===== src/rtl/fpu_types_pkg.sv =====
// fpu_types_pkg: shared half-precision FPU types plus issue-buffer state and queue-entry types.
package fpu_types_pkg;
  localparam int WORD_W = 32;
  localparam int ZHINX_TAG_W = 5;
  typedef enum logic [2:0] {
    FPU_HALF_ADD,
    FPU_HALF_SUB,
    FPU_HALF_MUL,
    FPU_HALF_DIV,
    FPU_HALF_SQRT,
    FPU_HALF_MIN,
    FPU_HALF_MAX
  } fpu_operation_t;
  typedef enum logic [1:0] {IDLE, ISSUE, RESP} zhinx_issue_state_t;
  typedef struct packed {
    fpu_operation_t op;
    logic [WORD_W-1:0] a;
    logic [WORD_W-1:0] b;
    logic [ZHINX_TAG_W-1:0] tag;
  } zhinx_req_entry_t;
endpackage


===== src/rtl/zhinx_req_fifo.sv =====
// zhinx_req_fifo: power-of-two request queue with occupancy count and synchronous flush.
module zhinx_req_fifo
  import fpu_types_pkg::*;
#(
  parameter int DEPTH = 4
) (
  input  logic                   CLK,
  input  logic                   nRST,
  input  logic                   flush,
  input  logic                   push,
  input  logic                   pop,
  input  zhinx_req_entry_t       wdata,
  output zhinx_req_entry_t       rdata,
  output logic [$clog2(DEPTH):0] count,
  output logic                   full,
  output logic                   empty
);
  localparam int PW = $clog2(DEPTH);
  zhinx_req_entry_t mem [DEPTH];
  logic [PW-1:0] head_ptr, tail_ptr;
  assign rdata = mem[head_ptr];
  assign full  = count == (PW+1)'(DEPTH);
  assign empty = count == '0;
  always_ff @(posedge CLK)
    if (push) mem[tail_ptr] <= wdata;
  always_ff @(posedge CLK) begin
    if (!nRST || flush) begin
      head_ptr <= '0;
      tail_ptr <= '0;
      count    <= '0;
    end else begin
      if (push) tail_ptr <= tail_ptr + 1'b1;
      if (pop) head_ptr <= head_ptr + 1'b1;
      count <= count + (PW+1)'(push) - (PW+1)'(pop);
    end
  end
endmodule


===== src/rtl/rv32zhinx_issue_buffer.sv =====
// rv32zhinx_issue_buffer: queues half-precision requests, sequences them into the FPU core, holds results for writeback.
module rv32zhinx_issue_buffer
  import fpu_types_pkg::*;
#(
  parameter int DEPTH = 4,
  parameter int TAG_W = 5
) (
  input  logic                   CLK,
  input  logic                   nRST,
  input  logic                   flush,
  input  logic                   req_valid,
  output logic                   req_ready,
  input  fpu_operation_t         req_op,
  input  logic [WORD_W-1:0]      req_a,
  input  logic [WORD_W-1:0]      req_b,
  input  logic [TAG_W-1:0]       req_tag,
  output logic                   fpu_start,
  output fpu_operation_t         fpu_operation,
  output logic [WORD_W-1:0]      fpu_a,
  output logic [WORD_W-1:0]      fpu_b,
  input  logic                   fpu_done,
  input  logic [WORD_W-1:0]      fpu_out,
  output logic                   rsp_valid,
  input  logic                   rsp_ready,
  output logic [WORD_W-1:0]      rsp_data,
  output logic [TAG_W-1:0]       rsp_tag,
  output logic [$clog2(DEPTH):0] count
);
  zhinx_issue_state_t state, state_n;
  zhinx_req_entry_t wentry, head;
  logic full, empty, push, pop;
  assign req_ready = !full;
  assign push = req_valid && req_ready && !flush;
  assign pop  = state == ISSUE && fpu_done && !flush;
  assign wentry = '{op: req_op, a: req_a, b: req_b, tag: ZHINX_TAG_W'(req_tag)};
  zhinx_req_fifo #(.DEPTH(DEPTH)) u_fifo (
    .CLK(CLK), .nRST(nRST), .flush(flush), .push(push), .pop(pop),
    .wdata(wentry), .rdata(head), .count(count), .full(full), .empty(empty)
  );
  always_comb begin
    fpu_start     = state == ISSUE;
    fpu_operation = fpu_start ? head.op : FPU_HALF_ADD;
    fpu_a         = fpu_start ? head.a : '0;
    fpu_b         = fpu_start ? head.b : '0;
    // RESP exit looks at the post-pop count plus any push landing this cycle
    state_n = flush ? IDLE :
              state == IDLE  ? (empty ? IDLE : ISSUE) :
              state == ISSUE ? (fpu_done ? RESP : ISSUE) :
              rsp_ready ? ((!empty || push) ? ISSUE : IDLE) : RESP;
  end
  always_ff @(posedge CLK) begin
    if (!nRST) begin
      state     <= IDLE;
      rsp_valid <= 1'b0;
      rsp_data  <= '0;
      rsp_tag   <= '0;
    end else begin
      state <= state_n;
      if (flush) rsp_valid <= 1'b0;
      else if (pop) begin
        rsp_valid <= 1'b1;
        rsp_data  <= fpu_out;
        rsp_tag   <= TAG_W'(head.tag);
      end else if (state == RESP && rsp_ready) rsp_valid <= 1'b0;
    end
  end
endmodule

===== config.mk =====
export PLATFORM = sky130hd
export DESIGN_NAME = rv32zhinx_issue_buffer
export DESIGN_NICKNAME = d
export VERILOG_FILES = /design/src/rtl/fpu_types_pkg.sv /design/src/rtl/zhinx_req_fifo.sv /design/src/rtl/rv32zhinx_issue_buffer.sv
export SDC_FILE = /design/constraint.sdc
export NUM_CORES = 1
export LEC_CHECK = 0
export CAP_MARGIN = 20
export CORE_MARGIN = 2
export CORE_UTILIZATION = 53
export CTS_CLUSTER_SIZE = 24
export DETAILED_ROUTE_END_ITERATION = 10
export PLACE_DENSITY = 0.8
export SETUP_SLACK_MARGIN = 0.4
export SLEW_MARGIN = 20
export SYNTH_ARGS = -nofsm -noshare
export SYNTH_HDL_FRONTEND = slang
export SYNTH_SLANG_ARGS = --single-unit

===== constraint.sdc =====
create_clock -name CLK -period 4.03 [get_ports CLK]
set_input_delay 1.0075 -clock CLK [delete_from_list [all_inputs] [get_ports CLK]]
set_output_delay 1.0075 -clock CLK [all_outputs]
set_load 0.01 [all_outputs]

Word-level counts from Yosys, hierarchy flattened
Memories as Yosys holds them, arrays and structs flattened. A register that Yosys moved wholly into a read port is not among the register bits.
Cells that the tools add are included.
{"block": "word_totals", "register_bits": 47, "latch_bits": 0, "ram_bits": 288, "romBits": 0, "in_bits": 110, "out_inout_bits": 110, "word_cells": 48, "memories": 1}
{"block": "op_classes", "n_addsub": 4, "multipliers": 0, "div_mod_pow": 0, "magnitude_cmp": 0, "n_eq_ne": 3, "shifts": 0, "n_mux": 15, "bitwise": 2, "n_reduce_logical": 16}
{"name": "u_fifo.mem", "words": 4, "word_bits": 72, "read_ports": 1, "rd_clocked_by_memory_dff": 1, "wr": 1, "line_no": "zhinx_req_fifo.sv:19", "source": "zhinx_req_entry_t mem [DEPTH];"}
{"cell": "$mux 32", "count": 2}
{"cell": "$mux 2", "count": 6}
{"cell": "$mux 1", "count": 6}
{"cell": "$logic_and 1x1->1", "count": 5}
{"cell": "$add 2x1->2 const B", "count": 2}
{"cell": "$logic_not 1->1", "count": 4}
{"cell": "$add 3x1->3", "count": 1}
{"cell": "$eq 3x3->1 const B", "count": 1}
{"cell": "$logic_not 3->1", "count": 1}
{"cell": "$mux 3", "count": 1}
{"cell": "$sub 3x1->3", "count": 1}
{"cell": "$eq 2x1->1 const B", "count": 1}
{"cell": "$eq 2x2->1 const B", "count": 1}
{"cell": "$logic_not 2->1", "count": 1}
{"cell": "$logic_or 1x1->1", "count": 2}
{"cell": "$not 1->1", "count": 2}
{"cell": "$reduce_and 2->1", "count": 1}
{"cell": "$reduce_bool 2->1", "count": 1}
{"cell": "$reduce_or 2->1", "count": 1}

Longest topological paths before layout
{"block": "logic_depth", "word_depth": 9, "depth_mapped": 11, "ltp_nobuf": 10}

Hierarchy
From an unflattened synthesis, not the netlist that was laid out.
{"block": "hier_totals", "cells_unflattened": 680, "area_unflattened_um2": 12928.6}
{"mod": "zhinx_req_fifo", "n_inst": 1, "cells_each": 422, "area_per_inst_um2": 10920.5, "seq_area_each_um2": 8828.5}
{"mod": "rv32zhinx_issue_buffer", "n_inst": 1, "cells_each": 258, "area_per_inst_um2": 2008.2, "seq_area_each_um2": 800.8}

Worst setup path before layout
No wires, ideal clock.
{"block": "synth_timing", "path_type": "input port to flip-flop", "from": "in req_valid", "to": "mem u_fifo.mem[0][0] in the netlist's numbering, enable pin", "setup_time_ps": 438, "arrival_ps": 3096, "required_ps": 3592, "slack_ps": 497, "stages": 3, "path_buffers": 0, "cell_sequence": "inv_1 > nor3_1 > and2_1"}
{"block": "synth_between", "elab_chain_cells": 4}
{"element": "start: declaration", "line_no": "rv32zhinx_issue_buffer.sv:11", "source": "input logic req_valid,"}
{"element": "$logic_and 1x1->1 (2 in a row)", "line_no": "rv32zhinx_issue_buffer.sv:33", "source": "assign push = req_valid && req_ready && !flush;"}
{"element": "named net push", "line_no": "rv32zhinx_issue_buffer.sv:31", "source": "logic full, empty, push, pop;"}
{"element": "$mux 1", "line_no": "zhinx_req_fifo.sv:25", "source": "if (push) mem[tail_ptr] <= wdata;"}
{"element": "$mux 1 (implied by the code)", "line_no": "zhinx_req_fifo.sv:25"}
{"element": "end: declaration", "line_no": "zhinx_req_fifo.sv:19"}
The timed path passes the listed nets, and every way through them passes these cells.

==> PnR_summary.wiki <==
{| class="wikitable"
! Metric !! Value
|-
| Run status || finished clean
|-
| WP buf/inv || 2
|-
| Post-synthesis cell type with the largest combined area || edfxtp_1
|-
| Number of synthesized register bits || 337
|-
| Post-synth EDFFs || roughly 290
|-
| Maximum buffer depth of the clock tree || 3
|-
| Hold buffer count at cts || 0
|-
| Number of violations of the max-capacitance limit || 0
|-
| Post-layout minimum cycle time || approximately 3.5 ns
|-
| Clk root buf || clkbuf_16
|-
| RSZ-0062 raised after global routing || no
|-
| Total core area || 0.0241 mm²
|-
| Routed wirelength normalized by instance count || 19.8 µm
|-
| Via count of the first global-routing pass || a little over 7000
|-
| Layout cells sized above 1 || 0.160
|-
| Aggregate global-route resource usage || 0.196
|-
| IR drop worst, VDD || 0.398 mV
|-
| Filler instances || 1541
|-
| Crit path max-delay family || buffers and inverters
|-
| Initial antenna violation count || 1
|-
| Maximum number of pins on one net before global-route repair || 70
|-
| Layout overhead on the synthesized area || 29.0%
|-
| Total number of nets in the final design || 1035
|-
| Cell breakdown of the critical path || buf_12, mux4_2, and2_1, clkdlybuf4s50_1
|-
| Most frequent cell after synthesis || edfxtp_1
|-
| List of most frequent post-synthesis cells || edfxtp_1 (288), and2_1 (72), nand2_1 (72)
|-
| FFs w/ async S/R, synth || 0
|-
| Commonest register cell after synthesis || edfxtp_1
|-
| I/O pin count || 220
|-
| Syn nets || 796
|-
| Horizontal die dimension || 160 µm
|-
| Drt first-iter violations || 458
|-
| Worst setup path category || reg2out
|-
| Average cell area after synthesis || between 15 and 20 µm²
|-
| Initial Util || 0.534
|-
| Chip height || 160 µm
|-
| Slew at the pin closest to its max-slew limit || 0.520 ns
|-
| Max Freq || 286 MHz
|-
| Via Count || 6796
|-
| Final worst clock skew || about 0.013 ns
|-
| Final Routed Wirelength || 25100 µm
|-
| Worst-Skew Late Latency || 0.51 ns
|-
| Worst endpoint required time || slightly above 3 ns
|-
| Crit-path slowest cell || dfxtp_4
|-
| Detailed placer's ending HPWL || 15400 µm
|-
| Number of setup buffers added after CTS || 2
|-
| Synthesis Warnings || 0
|-
| IO buf count || 219
|-
| Area of the die || 0.0256 mm²
|-
| Post-synthesis instance area || between 0.01 and 0.015 mm²
|-
| Post-route cell area || 0.0166 mm²
|-
| Clock sink count || 337
|-
| Number of CTS-inserted buffers || 36
|-
| Post-synthesis cell type count || 33
|-
| Static leakage power || 5.36 nW
|-
| Largest stage delay on the critical path || around 0.56 ns
|-
| Sort of element at the end of the critical path || primary output
|-
| Slew margin rel. || 0.651
|-
| Proportion of synthesized chip area in sequential cells || 0.748
|-
| Maximum level of the CTS H-tree || 2
|-
| Main area contributors after synthesis || edfxtp_1 (67%), mux4_2 (12%), dfxtp_1 (7.6%)
|-
| Syn Inst Count || 679
|-
| CTS tree || built
|-
| Clock transition at the register clock pins on the worst setup and hold paths after CTS || 0.06 ns
|-
| Count of final max-slew check failures || 0
|-
| First-pass GRT wire length || between 30000 and 40000 µm
|-
| Number of placement rows || between 50 and 60
|-
| Worst Hold Class || reg2reg
|-
| Post-CTS sizing || 0
|-
| Number of hold-slack violations in the final timing report || 0
|-
| Share of the clock period used by the worst path || 0.869
|-
| Kind of start point of the critical path || flop
|-
| Placed Instance Area || 0.0154 mm²
|-
| Sequential cell area || 0.00964 mm²
|-
| Multi-input gate area in the final layout || 0.00294 mm²
|-
| DRT antenna net count || 0
|-
| Placer congestion estimate || around 0.76
|-
| Maximum fanout along the worst path || 51
|-
| Remaining design rule violation count || 0
|-
| Remaining global-route overflow || 0
|-
| Pwr dens || around 440 mW/mm²
|-
| Setup violators final || 0
|-
| Via density per instance || 5.35
|-
| Fraction of synthesized cell area taken by the top area cell type || 0.672
|-
| Setup_tns || 0 ns
|-
| Arrival @ worst endpoint || roughly 2.5 ns
|-
| Drt pass-1 iters || 4
|}
-- routing by layer --
metal  up-vias  GRT usage  wire length (µm)
met4         0     0.0573               564
met2       232      0.336             12600
met1      3404      0.256             10400
met3        42     0.0431              1550
li1       3118          -                 -
met5         -          0                 0
-- worst reg2reg max path: cells and delay by family (launching register included) --
family	cells	cell delay, ns
XOR/XNOR	1	0.16
adder cells (fa/ha/maj)	2	0.65
AND/OR/NAND/NOR	4	0.83
buffers and inverters	1	0.06
flip-flops	1	0.45
-- logic make-up after synthesis --
family | synth area share
DFF | 0.748
and+or+nand+nor | 0.0683
muxes | 0.127
buffers and inverters | 0.0248
AOI/OAI and AO/OA | 0.0235
adders and majority gates | 0.00739
xor gates and xnor gates | 0.000680
-- layout make-up --
class                           instances  share of cell area
Clock buffer                           49              0.0615
Antenna cell                            1            0.000151
Timing Repair Buffer                  237               0.146
Multi-Input combinational cell        296               0.177
Tap cell                              324              0.0244
Sequential cell                       337               0.580
Clock inverter                         16             0.00821
Inverter                               10             0.00226
-- power by group --
part           switching (mW)  total (mW)  internal (mW)
clock                    1.25        3.15           1.91
sequential             0.0138        3.85           3.84
combinational           0.119       0.288          0.169
total                    1.38        7.29           5.91
-- state kept, by name (all words and copies together), names as in the netlist, named ones only --
register and cells:
rsp_data 32, u_fifo.head_ptr 2, u_fifo.tail_ptr 2, rsp_valid 1, rsp_tag 5, state 2, u_fifo.mem 288, u_fifo.count 3
-- metrics by stage --
step | hold WS [ns] | power (mW) | setup WS [ns] | util | instances
2_1_floorplan | 0.454 | 4.02 | 0.497 | - | 679
3_3_place_gp | 0.440 | 4.20 | 0.803 | 0.640 | 1202
3_5_place_dp | 0.446 | 4.21 | 0.764 | 0.640 | 1202
4_1_cts | 0.454 | 7.37 | 0.474 | 0.689 | 1269
5_1_grt | 0.473 | 7.53 | 0.434 | 0.689 | 1270
6_report | 0.450 | 7.29 | 0.529 | 0.689 | 1270
-- path summary, 6_finish.rpt --
kind,startpoint,end,slack (ns),cells past startpoint
setup / recovery,flop,fpu_a[10],0.53,4
hold / removal,rsp_data[11],rsp_data[11],0.45,2
setup reg to reg,u_fifo.count[1],u_fifo.count[2],1.81,8
hold reg to reg,rsp_data[11],rsp_data[11],0.45,2
-- layout by cell type, fill, tap and decap left out, drive strengths merged --
| cell type | netlist | layout |
|---|---|---|
| a2111oi | 1 | 1 |
| a21boi | 32 | 32 |
| a21oi | 6 | 6 |
| a2bb2oi | 1 | 1 |
| and2 | 72 | 72 |
| and2b | 1 | 1 |
| buf | 22 | 18 |
| bufinv | 0 | 2 |
| clkbuf | 14 | 49 |
| clkdlybuf4s50 | 0 | 219 |
| clkinv | 0 | 11 |
| clkinvlp | 0 | 1 |
| dfxtp | 49 | 49 |
| diode | 0 | 1 |
| edfxtp | 288 | 288 |
| fa | 1 | 1 |
| ha | 6 | 6 |
| inv | 10 | 12 |
| mux2 | 1 | 1 |
| mux4 | 72 | 72 |
| nand2 | 72 | 72 |
| nand2b | 2 | 2 |
| nand3 | 12 | 12 |
| nand4bb | 1 | 1 |
| nor2 | 5 | 5 |
| nor2b | 1 | 1 |
| nor3 | 2 | 2 |
| nor3b | 2 | 2 |
| o21ai | 3 | 3 |
| or2 | 1 | 1 |
| or3 | 1 | 1 |
| xor2 | 1 | 1 |
Note: power is estimated with default switching activity, not from simulation.
